File: config.mk
export PLATFORM = sky130hd
export DESIGN_NAME = regfile_rename
export DESIGN_NICKNAME = d
export VERILOG_FILES = /design/src/rtl/regfile_rename.sv
export SDC_FILE = /design/constraint.sdc
export NUM_CORES = 2
export LEC_CHECK = 0
export ABC_AREA = 1
export CAP_MARGIN = 10
export CELL_PAD_IN_SITES_DETAIL_PLACEMENT = 1
export CELL_PAD_IN_SITES_GLOBAL_PLACEMENT = 2
export CORE_ASPECT_RATIO = 1.4
export CORE_MARGIN = 4
export CORE_UTILIZATION = 39
export DETAILED_ROUTE_END_ITERATION = 12
export PLACE_DENSITY_LB_ADDON = 0.1
export SLEW_MARGIN = 20
export SYNTH_ARGS = -nofsm -noshare
export SYNTH_HDL_FRONTEND = slang
export SYNTH_SLANG_ARGS = --single-unit
File: constraint.sdc
create_clock -name clk -period 10.6 [get_ports clk]
set_input_delay 2.12 -clock clk [delete_from_list [all_inputs] [get_ports clk]]
set_output_delay 2.12 -clock clk [all_outputs]
set_load 0.03 [all_outputs]
File: src/rtl/regfile_rename.sv
// Architectural register file with per-register rename tags and pending bits.
// Commits write data in order; renames lock registers until the matching tag commits.
module regfile_rename #(
    parameter int XLEN  = 32,
    parameter int NREG  = 32,
    parameter int AW    = 5,
    parameter int TAG_W = 4,
    parameter int NRD   = 2
) (
    input  logic                 clk,
    input  logic                 rst,
    input  logic                 rdy,
    input  logic                 flush_i,
    input  logic                 cm_en_i,
    input  logic [TAG_W-1:0]     cm_tag_i,
    input  logic [AW-1:0]        cm_addr_i,
    input  logic [XLEN-1:0]      cm_data_i,
    input  logic                 rn_en_i,
    input  logic [AW-1:0]        rn_addr_i,
    input  logic [TAG_W-1:0]     rn_tag_i,
    input  logic [NRD-1:0]       rd_en_i,
    input  logic [NRD*AW-1:0]    rd_addr_i,
    output logic [NRD-1:0]       rd_valid_o,
    output logic [NRD-1:0]       rd_pend_o,
    output logic [NRD*TAG_W-1:0] rd_tag_o,
    output logic [NRD*XLEN-1:0]  rd_data_o,
    output logic [AW:0]          busy_cnt_o
);

    logic [XLEN-1:0]  r_data [NREG];
    logic [TAG_W-1:0] r_tag  [NREG];
    logic [NREG-1:0]  r_pend;
    logic [AW:0]      r_busy_cnt;

    logic             w_cm_wr;
    logic             w_cm_hit;
    logic             w_rn_wr;
    logic [NREG-1:0]  w_pend_next;
    logic [AW:0]      w_busy_next;

    assign w_cm_wr  = cm_en_i && (cm_addr_i != '0);
    assign w_cm_hit = w_cm_wr && r_pend[cm_addr_i] && (r_tag[cm_addr_i] == cm_tag_i);
    assign w_rn_wr  = rn_en_i && (rn_addr_i != '0) && !flush_i;

    // Commit clears first so a same-cycle rename of the same register wins.
    always_comb begin
        w_pend_next = r_pend;
        if (w_cm_hit)
            w_pend_next[cm_addr_i] = 1'b0;
        if (flush_i)
            w_pend_next = '0;
        else if (w_rn_wr)
            w_pend_next[rn_addr_i] = 1'b1;
        w_pend_next[0] = 1'b0;
    end

    always_comb begin
        w_busy_next = '0;
        for (int i = 0; i < NREG; i++)
            w_busy_next = w_busy_next + (AW+1)'(w_pend_next[i]);
    end

    always_ff @(posedge clk) begin
        if (rst) begin
            for (int i = 0; i < NREG; i++) begin
                r_data[i] <= '0;
                r_tag[i]  <= '0;
            end
            r_pend     <= '0;
            r_busy_cnt <= '0;
        end else if (rdy) begin
            if (w_cm_wr)
                r_data[cm_addr_i] <= cm_data_i;
            if (w_rn_wr)
                r_tag[rn_addr_i] <= rn_tag_i;
            r_pend     <= w_pend_next;
            r_busy_cnt <= w_busy_next;
        end
    end

    assign busy_cnt_o = r_busy_cnt;

    // Read ports see pre-edge state only; a matching commit is forwarded.
    generate
        for (genvar gi = 0; gi < NRD; gi++) begin : g_rd
            logic [AW-1:0]    w_addr;
            logic             w_fwd;
            logic             w_valid;
            logic             w_pend;
            logic [TAG_W-1:0] w_tag;
            logic [XLEN-1:0]  w_data;

            assign w_addr = rd_addr_i[gi*AW +: AW];
            assign w_fwd  = cm_en_i && (cm_addr_i == w_addr) && r_pend[w_addr]
                            && (r_tag[w_addr] == cm_tag_i);

            always_comb begin
                w_valid = 1'b0;
                w_pend  = 1'b0;
                w_tag   = '0;
                w_data  = '0;
                if (!rst && rd_en_i[gi]) begin
                    w_valid = 1'b1;
                    if (w_addr == '0) begin
                        w_data = '0;
                    end else if (w_fwd) begin
                        w_data = cm_data_i;
                    end else if (r_pend[w_addr]) begin
                        w_pend = 1'b1;
                        w_tag  = r_tag[w_addr];
                    end else begin
                        w_data = r_data[w_addr];
                    end
                end
            end

            assign rd_valid_o[gi]              = w_valid;
            assign rd_pend_o[gi]               = w_pend;
            assign rd_tag_o[gi*TAG_W +: TAG_W] = w_tag;
            assign rd_data_o[gi*XLEN +: XLEN]  = w_data;
        end
    endgenerate

endmodule
[Yosys cells after proc, flatten, opt, wreduce, memory -nomap -nowiden]
Memory sizes are Yosys's and may differ from the RTL's.
Index checks and enable logic that the tools add are counted.
Widths: inputs -> output; s select.
Operators by class
  add/subtract/negate cells: 30
  magnitude comparators: 6
  equal/unequal tests: 5
  muxes and demuxes: 55
  bitwise operators: 3
  reduce and logical (&&, ||, !) cells: 23
Operator list (count)
  $mux 32: 12
  $add 6x1->6: 25
  $mux 4: 9
  $and 32x32->32: 1
  $not 32->32: 1
  $or 32x32->32: 1
  $reduce_or 32->1: 1
  $mux 1: 27
  $lt 5x6->1 const B: 4
  $bmux 1 s5: 3
  $logic_and 1x1->1: 15
  $eq 4x4->1: 3
  $demux 1 s5: 2
  $eq 5x5->1: 2
  $ge 5x1->1 const B: 2
  $logic_not 5->1: 2
  $mux 5: 2
  $reduce_bool 5->1: 2
  $add 5x1->6: 1
  $add 4x1->5: 1
  $add 3x1->4: 1
  $reduce_or 4->1: 1
  $add 2x1->3: 1
  $add 1x1->2: 1
  $logic_not 1->1: 2
Storage, ports and cells
  bits in registers: 37
  memory bits (writable): 1152
  input port bits: 68
  output and inout port bits: 82
  word-level logic and storage cells: 126
  memories kept: 2
Memories
  r_data: words 32, width 32, read ports 2, clocked after Yosys merged registers in 0, wr ports 32, RTL line 30  | logic [XLEN-1:0] r_data [NREG];
  r_tag: words 32, width 4, read ports 3, clocked after Yosys merged registers in 0, wr ports 32, RTL line 31  | logic [TAG_W-1:0] r_tag [NREG];

[Logic depth before layout (Yosys ltp)]
  word-level depth: 40
  mapped depth: 38
  depth with buffers taken out: 35

[Worst setup path after synthesis]
No wires, ideal clock.
  path type: in2reg
  start point: input port cm_addr_i[2]
  end point: register r_busy_cnt[4] (netlist: busy_cnt_o[4])
  setup time: 0.117 ns
  arrival: 7.972 ns
  required time: 10.483 ns
  setup slack: 2.511 ns
  stages on the path: 28
  path buffers: 2
  cells stage by stage: buf_2 nor3_1 nand2_1 nand2_1 nor2_1 a21oi_2 nand2_1 nor2_4 nand2_2 inv_4 buf_12 nand2_2 nand2_2 nand2_1 fa_1 inv_1 fa_1 fa_1 fa_1 fa_1 inv_1 fa_1 fa_1 fa_1 a31oi_1 nor2_1 o221ai_1 inv_1
Between the ends
  elaborated cells on any way between the ends: 49
  those cells by class: add/sub: 30; order compare: 2; eq/ne: 1; mux: 7; bitwise: 3; reduce/logical: 5; memory: 1
RTL lines
  from (decl): RTL line 16  | input logic [AW-1:0] cm_addr_i,
  $lt 5x6->1 (not written as such) / $ge 5x1->1 (equally long branches): RTL line 49  | w_pend_next[cm_addr_i] = 1'b0;
  $logic_and 1x1->1 (not written as such): RTL line 49
  $mux 1 (not written as such): RTL line 49
  $demux 1 s5: RTL line 49
  $not 32->32 (no line)
  $and 32x32->32 (no line)
  $mux 32 *: RTL line 48  | if (w_cm_hit)
  $or 32x32->32 (no line)
  $mux 32 *: RTL line 52  | else if (w_rn_wr)
  $mux 32 *: RTL line 50  | if (flush_i)
  net w_pend_next[6]: RTL line 38  | logic [NREG-1:0] w_pend_next;
  $add 5x1->6 *: RTL line 60  | w_busy_next = w_busy_next + (AW+1)'(w_pend_next[i]);
  $add 6x1->6 * (25 in a row): RTL line 60
  to (signal assigned): RTL line 77  | r_busy_cnt <= w_busy_next;
  to (decl): RTL line 33  | logic [AW:0] r_busy_cnt;
Mark *: on every way through the listed nets, which the timed path passes. The rest lies on a longest branch. The select of a mux whose other input is x is not followed.
A chain may end at the register's enable or synchronous reset.

[Final worst setup path]
  start point: input port rd_addr_i[8]
  end point: output port rd_data_o[38]
Between the ends
  longest elaborated chain between the ends: 7
  elaborated cells on any way between the ends: 14
  those cells by class: eq/ne: 2; mux: 6; reduce/logical: 4; memory: 2
RTL lines
  from (decl): RTL line 22  | input logic [NRD*AW-1:0] rd_addr_i,
  branches (longest 5 deep; another with $mem_v2 32x4)
  $mux 32 *: RTL line 104  | if (w_addr == '0) begin
  $mux 32 *: RTL line 102  | if (!rst && rd_en_i[gi]) begin
  to (decl): RTL line 26  | output logic [NRD*XLEN-1:0] rd_data_o,
Every way passes the cells marked *. The select of a mux whose other input is x is not followed.

==> flow_metrics.py <==
metrics = {
    "status": {
        "outcome": "finished, final reports clean",
    },
    "global_route": {
        "grt-busiest-layer": "met2",
        "grt_pass1_wl_mm": 489,
        "grt_pass1_vias": 66994,
        "grt_max_degree": 182,
        "met2_usage": 0.610,
        "gr-total-overflow": 0,
        "antenna_found_initial": 11,
        "grtUsageMet1": 0.448,
        "grtUsageTotal": 0.371,
        "use_met3": 0.0618,
    },
    "yosys": {
        "syn_area_um2": 69100,
        "avgSynthCellArea_um2": 8.10,
        "synth_area_leader_cell": "edfxtp_1",
        "synth_cell_type_count": 50,
        "synth_flop_cell": "edfxtp_1",
        "synth_warnings": 0,
        "synthTopCellsByArea": "edfxtp_1 50%, nor2_1 9.1%, o21ai_0 8.7%, nand2_1 6.5%, a21oi_1 6.2%",
        "netlist_instances": 8531,
        "synth_seq_cells": 1189,
        "synth_top_area_share": 0.500,
        "ys_seq_area_frac": 0.511,
        "synth_edf_count": 1152,
        "async_flop_share": 0,
    },
    "final_layout": {
        "layout_commonest_cell": "nor2_1",
        "final_cell_mix": "1674 x nor2_1, 1199 x o21ai_0, 1152 x edfxtp_1",
        "fin_nets": 8363,
        "nFillCells": 20917,
        "final_cell_area_um2": 76300,
        "syn_to_final_growth_pct": 10.4,
        "drive_gt1_frac": 0.0647,
    },
    "sta": {
        "drv_slew": 0,
        "maxClockFrequency_ghz": 0.109,
        "relSlewSlack": 0.206,
        "rsz0062_at_grt": "false",
        "finalCritPeriodShare": 0.865,
        "hold_viol_final": 0,
        "finalCriticalPeriod_ns": 9.17,
        "tightest_slew_ns": 1.18,
        "setup-violations-final": 0,
        "clock_skew_ns": 0.0227,
        "timing.hold.ws_ns": 0.494,
        "fin_setup_tns_ns": 0,
    },
    "die": {
        "coreArea_um2": 176000,
        "start_util": 0.393,
        "dieArea_um2": 184000,
        "ioPinCount": 150,
        "die_w_um": 364,
        "die_h_um": 506,
        "rows": 182,
    },
    "placement": {
        "placed_area_um2": 72000,
        "hpwl_mm": 210,
        "port_buffers": 149,
        "place.gp.congestion": 0.912,
    },
    "clock_network": {
        "path_clk_slew_ns": 0.06,
        "hold_buffers": 0,
        "cts_tree": "built",
        "clkLatencyLatePin_ns": 0.81,
        "cts.repair.resized": 0,
        "postCtsSetupBuffers": 0,
        "cts_made_buffers": 134,
        "cts.sinks": 1189,
        "cts_max_level": 4,
        "root_buffer": "clkbuf_16",
        "cts_max_path_buffers": 3,
    },
    "critical_path": {
        "critPathMaxStageDelay_ns": 0.75,
        "rr_endpoint": "busy_cnt_o[4]",
        "cpMaxStageDelayCell": "clkdlybuf4s50_1",
        "cp.arrival_ns": 7.05,
        "ff2ff_path_depth": 29,
        "reg2reg_from": "r_tag[3][2]",
        "crit_required_ns": 8.48,
        "start_kind": "input port",
        "r2r_slack_ns": 3.59,
        "crit_top_cell": "nand2_1",
        "end_kind": "primary output",
        "cp_max_fo": 77,
        "path_cells": "buf_4 -> buf_12 -> nor2_4 -> buf_4 -> nand2_1 -> a31oi_1 -> nor2_1 -> nand2_1 -> nand2_1 -> nand2_1 -> nand3_1 -> nor2_4 -> buf_12 -> a21oi_1 -> nor2_1 -> clkdlybuf4s50_1",
        "critical_path_class": "in2out",
    },
    "min_path": {
        "min_from": "busy_cnt_o[5]",
        "hold_class": "reg2reg",
        "hold_path_end": "busy_cnt_o[5]",
        "hold_path_depth": 2,
    },
    "drt": {
        "wl_mm": 349,
        "routedWlPerCell_um": 32.6,
        "firstDrtPassIters": 5,
        "drc": 0,
        "ant_nets": 0,
        "drt_iter0_drc": 7626,
        "drt-vias-per-instance": 6.25,
        "vias": 66727,
    },
    "power_and_ir_drop": {
        "finalPower_mw": 12.2,
        "worst_ir_drop_vdd_mv": 0.180,
        "p_per_area_nw_per_um2": 160,
        "p_leak_nw": 29.0,
    },
    "flow_run": {
        "cap_violations": 0,
    },
}
[power by group]
group          internal, mW  leakage [nW]  switching (mW)
Sequential             5.40          11.3           0.133
Combinational         0.473          15.7            1.45
Clock                  2.62          2.08            2.10
[cells in the mapped netlist, drive strengths merged (3+ instances only)]
| cell | count |
|---|---|
| dfxtp | 37 |
| clkbuf | 367 |
| o2111ai | 31 |
| nand3 | 397 |
| o22ai | 32 |
| inv | 616 |
| a211oi | 4 |
| nor3 | 21 |
| nand4 | 37 |
| a31oi | 43 |
| o31ai | 21 |
| buf | 420 |
| nand2 | 1221 |
| o211ai | 214 |
| xnor2 | 4 |
| or2 | 3 |
| ha | 7 |
| a21oi | 851 |
| edfxtp | 1152 |
| mux2i | 24 |
| a221oi | 8 |
| o21ai | 1251 |
| nor2 | 1685 |
| o311ai | 25 |
| o221ai | 25 |
| fa | 23 |
[flip-flops by register name, summed over array words and instances, names as in the netlist]
| name | flops |
|---|---|
| r_data | 1024 |
| r_tag | 128 |
| busy_cnt_o | 6 |
| r_pend | 31 |
[per-layer routing]
metal / up-vias / part of all wire
li1: 28551 / -
met3: 1006 / 0.082
met1: 33803 / 0.37
met5: - / 0.000077
met2: 3363 / 0.47
met4: 4 / 0.078
[kinds of logic after synthesis]
| kind of cell | after synthesis | share of synthesized area |
|---|---|---|
| compound gates | 2508 | 0.197 |
| flops | 1189 | 0.511 |
| other cells | 1 | 0.0000542 |
| buf+inv | 1404 | 0.0859 |
| xor+xnor | 6 | 0.000760 |
| simple gates | 3369 | 0.194 |
| fa+ha+maj | 30 | 0.00793 |
| mux | 24 | 0.00347 |
[how the worst max path moves through the flow]
stage	to	slack, ns	startpoint	cells after the start
6_report	rd_data_o[38]	1.43	rd_addr_i[8]	16
4_1_cts	rd_data_o[5]	1.66	rd_addr_i[1]	16
3_3_place_gp	busy_cnt_o[4]	1.10	cm_addr_i[2]	28
5_1_grt	busy_cnt_o[4]	1.44	cm_addr_i[0]	30
3_5_place_dp	busy_cnt_o[4]	0.99	cm_addr_i[2]	26
2_1_floorplan	busy_cnt_o[4]	2.51	cm_addr_i[2]	28
[layout make-up]
type / instances / area (um^2) / share of cell area
Sequential cell: 1189 / 35300 / 0.463
Multi-Input combinational cell: 5973 / 28200 / 0.370
Clock buffer: 159 / 3550 / 0.0466
Timing Repair Buffer: 350 / 3210 / 0.0421
Tap cell: 2300 / 2880 / 0.0377
Antenna cell: 11 / 27.5 / 0.000361
Inverter: 617 / 2350 / 0.0308
Clock inverter: 85 / 699 / 0.00917
[critical path, delay by kind of cell]
| kind | cells | cell delay [ns] |
|---|---|---|
| compound gates | 2 | 0.35 |
| buf+inv | 5 | 1.86 |
| simple gates | 9 | 2.21 |
[metrics by stage]
| stage | util | cells | worst slack [ns] |
|---|---|---|---|
| finish | 0.433 | 10684 | 1.43 |
| CTS | 0.433 | 10673 | 1.66 |
| detailed placement | 0.409 | 10429 | 0.986 |
| floorplan | - | 8566 | 2.51 |
| global route | 0.433 | 10677 | 1.44 |
| global placement | 0.409 | 10429 | 1.10 |
Power figures use the tool's default switching activity.
